### src/rtl/seq_alu.sv
// seq_alu: registered WIDTH-bit ALU with a start/busy/done handshake.
// The ALU has 16 ops, including carry-chained ADC/SBB, rotates, an iterative
// shift-add multiply (MUL) and a one-bit-per-cycle variable left shift (SHLN).
// Ports:
//   clk, reset        rising-edge clock, async active-high reset
//   start, opcode     launch request with op select (sampled only in IDLE)
//   a, b              operands, captured with start
//   busy              high while MUL/SHLN iterate
//   done              one-cycle pulse when result/flags are updated
//   result            registered result, held between done pulses
//   zf, cf, nf, of    persistent zero/carry/negative/overflow flags
module seq_alu #(
  parameter int unsigned WIDTH = 8,
  parameter int unsigned SHW   = $clog2(WIDTH)
) (
  input  logic             clk,
  input  logic             reset,
  input  logic             start,
  input  logic [3:0]       opcode,
  input  logic [WIDTH-1:0] a,
  input  logic [WIDTH-1:0] b,
  output logic             busy,
  output logic             done,
  output logic [WIDTH-1:0] result,
  output logic             zf,
  output logic             cf,
  output logic             nf,
  output logic             of
);

  localparam int unsigned MSB = WIDTH - 1;
  localparam int unsigned CW  = $clog2(WIDTH + 1);

  typedef enum logic [1:0] {IDLE, MUL, SHIFT} state_t;

  state_t             state;
  logic [CW-1:0]      cnt;
  logic [2*WIDTH-1:0] mcand;
  logic [WIDTH-1:0]   mplier;
  logic [2*WIDTH-1:0] acc;

  logic [WIDTH-1:0]   alu_res;
  logic               alu_cf;
  logic               alu_of;
  logic [WIDTH:0]     sum;
  logic [2*WIDTH-1:0] mul_next;
  logic [WIDTH-1:0]   shl_next;

  // Single-cycle datapath; the default branch covers SHLN with a zero count
  // (result=a, cf kept) and is don't-care for MUL.
  always_comb begin
    alu_res = a;
    alu_cf  = cf;
    alu_of  = 1'b0;
    sum     = '0;
    case (opcode)
      4'h0: begin alu_res = a & b; alu_cf = 1'b0; end
      4'h1: begin alu_res = a | b; alu_cf = 1'b0; end
      4'h2: begin alu_res = a ^ b; alu_cf = 1'b0; end
      4'h3: begin alu_res = ~a;    alu_cf = 1'b0; end
      4'h4: begin
        sum     = {1'b0, a} + (WIDTH+1)'(1);
        alu_res = sum[WIDTH-1:0];
        alu_cf  = sum[WIDTH];
        alu_of  = ~a[MSB] & alu_res[MSB];
      end
      4'h5: begin
        alu_res = a - WIDTH'(1);
        alu_cf  = (a == '0);
        alu_of  = a[MSB] & ~alu_res[MSB];
      end
      4'h6: begin alu_res = {a[MSB-1:0], 1'b0}; alu_cf = a[MSB]; end
      4'h7: begin alu_res = {1'b0, a[MSB:1]};   alu_cf = a[0];   end
      4'h8, 4'hA: begin
        sum     = {1'b0, a} + {1'b0, b} + (WIDTH+1)'((opcode == 4'hA) & cf);
        alu_res = sum[WIDTH-1:0];
        alu_cf  = sum[WIDTH];
        alu_of  = (a[MSB] == b[MSB]) && (alu_res[MSB] != a[MSB]);
      end
      4'h9, 4'hB: begin
        // Top bit of the (WIDTH+1)-bit difference is the borrow.
        sum     = {1'b0, a} - {1'b0, b} - (WIDTH+1)'((opcode == 4'hB) & cf);
        alu_res = sum[WIDTH-1:0];
        alu_cf  = sum[WIDTH];
        alu_of  = (a[MSB] != b[MSB]) && (alu_res[MSB] != a[MSB]);
      end
      4'hC: begin alu_res = {a[MSB-1:0], a[MSB]}; alu_cf = a[MSB]; end
      4'hD: begin alu_res = {a[0], a[MSB:1]};     alu_cf = a[0];   end
      default: ;
    endcase
  end

  // One shift-add step and one shift step, shared by the iterating states.
  always_comb begin
    mul_next = mplier[0] ? (acc + mcand) : acc;
    shl_next = {acc[MSB-1:0], 1'b0};
  end

  // Control FSM with registered outputs and flags.
  always_ff @(posedge clk or posedge reset) begin
    if (reset) begin
      state  <= IDLE;
      cnt    <= '0;
      mcand  <= '0;
      mplier <= '0;
      acc    <= '0;
      busy   <= 1'b0;
      done   <= 1'b0;
      result <= '0;
      zf     <= 1'b0;
      cf     <= 1'b0;
      nf     <= 1'b0;
      of     <= 1'b0;
    end else begin
      done <= 1'b0;
      case (state)
        IDLE: begin
          if (start) begin
            if (opcode == 4'hE) begin
              mcand  <= {{WIDTH{1'b0}}, a};
              mplier <= b;
              acc    <= '0;
              cnt    <= CW'(WIDTH);
              busy   <= 1'b1;
              state  <= MUL;
            end else if (opcode == 4'hF && b[SHW-1:0] != '0) begin
              acc   <= {{WIDTH{1'b0}}, a};
              cnt   <= CW'(b[SHW-1:0]);
              busy  <= 1'b1;
              state <= SHIFT;
            end else begin
              result <= alu_res;
              zf     <= (alu_res == '0);
              nf     <= alu_res[MSB];
              cf     <= alu_cf;
              of     <= alu_of;
              done   <= 1'b1;
            end
          end
        end
        MUL: begin
          acc    <= mul_next;
          mcand  <= mcand << 1;
          mplier <= mplier >> 1;
          cnt    <= cnt - CW'(1);
          if (cnt == CW'(1)) begin
            result <= mul_next[WIDTH-1:0];
            zf     <= (mul_next[WIDTH-1:0] == '0);
            nf     <= mul_next[MSB];
            cf     <= |mul_next[2*WIDTH-1:WIDTH];
            of     <= 1'b0;
            done   <= 1'b1;
            busy   <= 1'b0;
            state  <= IDLE;
          end
        end
        SHIFT: begin
          acc <= {{WIDTH{1'b0}}, shl_next};
          cnt <= cnt - CW'(1);
          if (cnt == CW'(1)) begin
            result <= shl_next;
            zf     <= (shl_next == '0);
            nf     <= shl_next[MSB];
            cf     <= acc[MSB];
            of     <= 1'b0;
            done   <= 1'b1;
            busy   <= 1'b0;
            state  <= IDLE;
          end
        end
        default: state <= IDLE;
      endcase
    end
  end

endmodule
### config.mk
export PLATFORM = sky130hd
export DESIGN_NAME = seq_alu
export DESIGN_NICKNAME = d
export VERILOG_FILES = /design/src/rtl/seq_alu.sv
export SDC_FILE = /design/constraint.sdc
export NUM_CORES = 1
export LEC_CHECK = 0
export ABC_CLOCK_PERIOD_IN_PS = 7900
export CAP_MARGIN = 25
export CORE_MARGIN = 1
export CORE_UTILIZATION = 45
export DETAILED_ROUTE_END_ITERATION = 10
export DONT_BUFFER_PORTS = 1
export GPL_ROUTABILITY_DRIVEN = 0
export GPL_TIMING_DRIVEN = 0
export SKIP_CTS_REPAIR_TIMING = 1
export SYNTH_ARGS = -nofsm -noshare
export SYNTH_HDL_FRONTEND = slang
export SYNTH_SLANG_ARGS = --single-unit
### constraint.sdc
create_clock -name clk -period 7.9 [get_ports clk]
set_input_delay 1.58 -clock clk [delete_from_list [all_inputs] [get_ports clk]]
set_output_delay 1.58 -clock clk [all_outputs]
set_load 0.05 [all_outputs]
Word-level counts from Yosys, hierarchy flattened
Cells that the tools add are included.
{ "word_totals": {"elab_cells": 150, "reg_bits": 60, "output_inout_bits": 14, "input_bits": 23} }
{ "classes": {"n_eq_ne": 31, "addsub": 8, "reduce_logical": 28, "mux": 61, "bitwise": 10} }
{ "ops": {"columns": ["operator", "n"], "rows": [
  ["$mux 16", 6],
  ["$pmux 8 s12", 1],
  ["$mux 8", 7],
  ["$pmux 16 s3", 1],
  ["$eq 4x4->1 const B", 8],
  ["$logic_not 8->1", 4],
  ["$pmux 16 s2", 1],
  ["$mux 1", 26],
  ["$pmux 8 s3", 1],
  ["$add 16x16->16", 1],
  ["$eq 4x3->1 const B", 4],
  ["$pmux 8 s2", 1],
  ["$mux 4", 3],
  ["$ne 2x2->1 const B", 6],
  ["$reduce_and 3->1", 4],
  ["$reduce_or 2->1", 5],
  ["$add 8x1->9 const B", 1],
  ["$add 8x8->9", 1],
  ["$add 9x1->9", 1],
  ["$pmux 1 s3", 3],
  ["$sub 8x8->9", 1],
  ["$sub 9x1->9", 1],
  ["$and 8x8->8", 1],
  ["$eq 4x1->1 const B", 2],
  ["other kinds (32)", 48]
]} }

Logic depth before layout (Yosys ltp)
{ "logic_depth": {"depth_word": 10, "mapped_depth": 13, "depth_no_buf": 11} }

Worst setup path after synthesis
Ideal clock, no wire load.
{ "synth_path": {"path_kind": "input port to flip-flop", "start": "in opcode[1]", "end": "reg zf", "arrival_time_ns": 4.426, "n_path_buf": 3, "slack_ns": 3.408, "cell_stages": 13, "required_ns": 7.835, "setup_time_ns": 0.065, "path_cell_list": "buf_2 buf_2 buf_2 nand4_1 fa_1 ha_1 a211oi_1 o211ai_1 o2bb2a_1 nor2_1 o32ai_1 o2111a_1 a31o_1"} }
{ "synth_via": {"elab_chain_cells": 9, "elab_cells_between_ends": 32, "cone_classes": "add/sub: 2; eq/ne: 17; mux: 5; bitwise: 2; reduce/logical: 6"} }
{ "synth_lines": {"columns": ["element", "line_no", "source"], "rows": [
  ["start: declaration", "19", "input logic [3:0] opcode,"],
  ["$eq 4x4->1, on equally long branches", "56, 82, 75", null],
  ["$and 1x1->1, on equally long branches", "82, 75", null],
  ["$sub 9x1->9 or $add 9x1->9 (tied branches)", "82, 75", null],
  ["$pmux 8 s12", "56", "case (opcode)"],
  ["$logic_not 8->1", "133", "zf <= (alu_res == '0);"],
  ["$mux 1", "126", "end else if (opcode == 4'hF && b[SHW-1:0] != '0) begin"],
  ["$mux 1", "119", "if (opcode == 4'hE) begin"],
  ["$mux 1", "118", "if (start) begin"],
  ["$pmux 1 s3", "116", "case (state)"],
  ["end signal: assignment", "133", null],
  ["end signal: assignment", "148", "zf <= (mul_next[WIDTH-1:0] == '0);"],
  ["end signal: assignment", "162", "zf <= (shl_next == '0);"],
  ["end: declaration", "25", "output logic zf,"]
]} }
Parallel ways exist; a longest one is shown, timed or not. The select of a mux whose other input is x is not followed.
A chain may end at the register's enable or synchronous reset.

Final worst setup path
Ends and elaborated chain as after synthesis.

==> impl_metrics.csv <==
group,metric,value,unit
run_status,outcome,"completed",
critical_path,reg2reg_depth,10,
synthesis,synth_seq_area_share,0.2380,
global_routing,grt_pass1_vias,5853,
power_and_ir_drop,switchingPower,0.001042,W
place,dp_hpwl,15300,um
synthesis,netlist_area,6205,um^2
detailed_routing,viasPerCell,6.472,
synthesis,syn_inst,761,
sta,setup_violations,0,
critical_path,cp_data_arrival_time,5.53,ns
critical_path,rrSetupSlack,3.86,ns
sta,worst_pin_slew,0.8075,ns
critical_path,worst_setup_path_start_kind,"input pin",
clock_tree,path_clk_slew,0.06,ns
floorplanning,core,13350,um^2
clock_tree,cts-root-buf,"clkbuf_16",
floorplanning,row_count,42,
hold_path,hold_end,"mplier[3]",
critical_path,required,8.17,ns
floorplanning,die_area,14260,um^2
sta,finClkSkew,0.007584,ns
detailed_routing,drtAntennaViolNets,0,
clock_tree,clock_sinks,59,
layout,diodes,0,
layout,area_growth,8.389,%
synthesis,syn_nets,843,
synthesis,post_synth.cell_area_avg,8.153,um^2
sta,finalHoldViolations,0,
layout,fill_cells,1317,
synthesis,ys_warn_count,0,
clock_tree,cts_tree,"done",
clock_tree,ctsHtreeMaxLevel,3,
sta,slew_viol_final,0,
detailed_routing,routed_wl,19950,um
global_routing,antenna_found_initial,0,
critical_path,cp-end-kind,"flip-flop",
layout,seqCellArea,1476,um^2
power_and_ir_drop,p_leak,2.816,nW
power_and_ir_drop,switching_share,0.4978,
critical_path,path_class,"input pin to flip-flop",
sta,finalSetupTns,0,ns
power_and_ir_drop,comb_power_share,0.522,
synthesis,synth_cell_type_count,86,
sta,grt_setup_unrepaired,"no",
hold_path,min_path_cells,2,
detailed_routing,dr.pass1.iters,5,
power_and_ir_drop,seqPwrFrac,0.301,
sta,period_needed,5.254,ns
hold_path,min_path_type,"flip-flop to flip-flop",
detailed_routing,num_vias,6174,
detailed_routing,drt_iter0_drc,726,
critical_path,crit_fanout,10,
sta,whs,0.4822,ns
hold_path,hold_start,"mplier[3]",
global_routing,grt_pass1_wl,31830,um
detailed_routing,drt-wirelength-per-cell,20.91,um
global_routing,grt-ovfl-total,0,
job,maxCapViolations,0,
detailed_routing,drc,0,
clock_tree,clockBufferDepth,2,
layout,multi_input_area,4364,um^2
synthesis,yosys.area.top_type_share,0.2380,
power_and_ir_drop,vdd_drop_max,0.0001294,V
place,port-buffer-count,0,
synthesis,yosysTopAreaCell,"dfrtp_1",
clock_tree,clkLatencyLatePin,0.33,ns
synthesis,async_reset_ff_frac,1.000,
synthesis,synth_edf_count,0,
sta,fmax,0.1903,GHz
floorplanning,start_util,0.4648,
layout,nNetsFinal,855,
synthesis,ys_dominant_reg_cell,"dfrtp_1",
floorplanning,die_y,119.4,um
global_routing,grt_max_degree,39,
floorplanning,die_w,119.4,um
critical_path,r2r-end,"zf",
power_and_ir_drop,p_int,0.001051,W
layout,utilization,0.5038,
layout,drive_gt1_frac,0.06812,
sta,fin_crit_sh,0.6651,
clock_tree,cts_buffers,9,
critical_path,r2r_start,"cf",
power_and_ir_drop,pwr-share-clk,0.177,
sta,slew-limit-headroom,0.4570,
synthesis,synthTopCellsByArea,"dfrtp_1 (24%), ha_1 (11%), mux2i_1 (5.6%)",
power_and_ir_drop,p_per_area,311.2,nW/um^2
floorplanning,ios,37,
global_routing,grt_usage,0.2862,
synthesis,synth-seq-cells,59,
-- metal layers --
layer  GRT usage  vias to the layer above  wire length [um]
li1            -                     2872                 -
met1      0.4011                     2947              8833
met2      0.4277                      311              8663
met3     0.06082                       44              1850
met4      0.1125                        0               599
met5           0                        -                 0
-- cells by family after synthesis --
logic type / Yosys count / synth area share
simple gates: 240 / 0.1924
xor+xnor: 19 / 0.02682
flops: 59 / 0.2380
mux: 45 / 0.08066
compound gates: 246 / 0.2785
fa+ha+maj: 59 / 0.1250
buf+inv: 93 / 0.05868
-- Yosys cell counts, types with 6 or more instances --
| cell type | n |
|---|---|
| nand2_1 | 83 |
| dfrtp_1 | 59 |
| ha_1 | 54 |
| o21ai_0 | 48 |
| a21oi_1 | 44 |
| inv_1 | 44 |
| nor2_1 | 44 |
| mux2i_1 | 35 |
| clkbuf_1 | 34 |
| nor3_1 | 17 |
| a31oi_1 | 13 |
| nand3_1 | 13 |
| a211oi_1 | 12 |
| o31ai_1 | 12 |
| nand2b_1 | 10 |
| nor4_1 | 10 |
| o211ai_1 | 10 |
| o22ai_1 | 10 |
| or3_1 | 10 |
| xor2_1 | 10 |
| and3_1 | 9 |
| buf_2 | 9 |
| nor2b_1 | 9 |
| xnor2_1 | 9 |
| a21o_1 | 7 |
| and2_1 | 7 |
| o21a_1 | 7 |
| a22oi_1 | 6 |
-- final cells by class --
type,count,area share
plain buffers,49,0.02958
clock buffers,11,0.03758
clock inverters,5,0.004093
inverters,44,0.02456
multi-input cells,609,0.6489
flip-flops and latches,59,0.2195
well taps,176,0.03274
repair buffers,1,0.002977
-- critical path, stage by stage --
cell	delay (ns)
buf_2	0.19
buf_2	0.30
buf_2	0.29
nand4_1	0.15
fa_1	0.47
ha_1	0.29
a211oi_1	0.60
o211ai_1	0.26
o2bb2a_1	0.30
nor2_1	0.05
o32ai_1	0.57
o2111a_1	0.31
a31o_1	0.15
-- how the worst max path moves through the flow --
stage	cells past startpoint	slack [ns]	startpoint	end
floorplan	13	3.41	opcode[1]	zf
global placement	13	2.53	opcode[1]	zf
detailed placement	13	2.47	opcode[1]	zf
CTS	13	2.80	opcode[1]	zf
global route	13	2.58	opcode[1]	zf
finish	13	2.65	opcode[1]	zf
-- stage by stage --
stage / cell area [um^2] / total power, W / worst slack (ns) / cells
finish: 6725 / 0.002093 / 2.646 / 954
global route: 6725 / 0.002239 / 2.582 / 954
CTS: 6725 / 0.002073 / 2.804 / 954
detailed placement: 6445 / 0.001694 / 2.469 / 938
global placement: 6425 / 0.001671 / 2.528 / 937
floorplan: 6205 / 0.001419 / 3.408 / 761
-- placed cells by master (no fill, tap or decap), types with 10 or more instances in the layout --
cell / Yosys / layout
a211oi_1: 12 / 12
a21oi_1: 44 / 44
a31oi_1: 13 / 13
clkbuf_1: 34 / 34
dfrtp_1: 59 / 59
ha_1: 54 / 54
inv_1: 44 / 43
mux2i_1: 35 / 35
nand2_1: 83 / 83
nand2b_1: 10 / 10
nand3_1: 13 / 13
nor2_1: 44 / 44
nor3_1: 17 / 17
nor4_1: 10 / 10
o211ai_1: 10 / 10
o21ai_0: 48 / 48
o22ai_1: 10 / 10
o31ai_1: 12 / 12
or3_1: 10 / 10
xor2_1: 10 / 10
-- power groups by stage --
stage	logic [W]	registers [W]	clock network, W
2_1_floorplan	0.000830	0.000589	0
3_3_place_gp	0.00104	0.000627	0
3_5_place_dp	0.00106	0.000631	0
4_1_cts	0.00107	0.000627	0.000372
5_1_grt	0.00121	0.000642	0.000386
6_report	0.00109	0.000629	0.000371
-- state kept, by name, summed over array words and instances, names as in the netlist --
signal	count
acc	16
busy	1
cf	1
cnt	4
done	1
mcand	16
mplier	8
of	1
result	8
state	2
zf	1
Note: power is estimated with default switching activity, not from simulation.
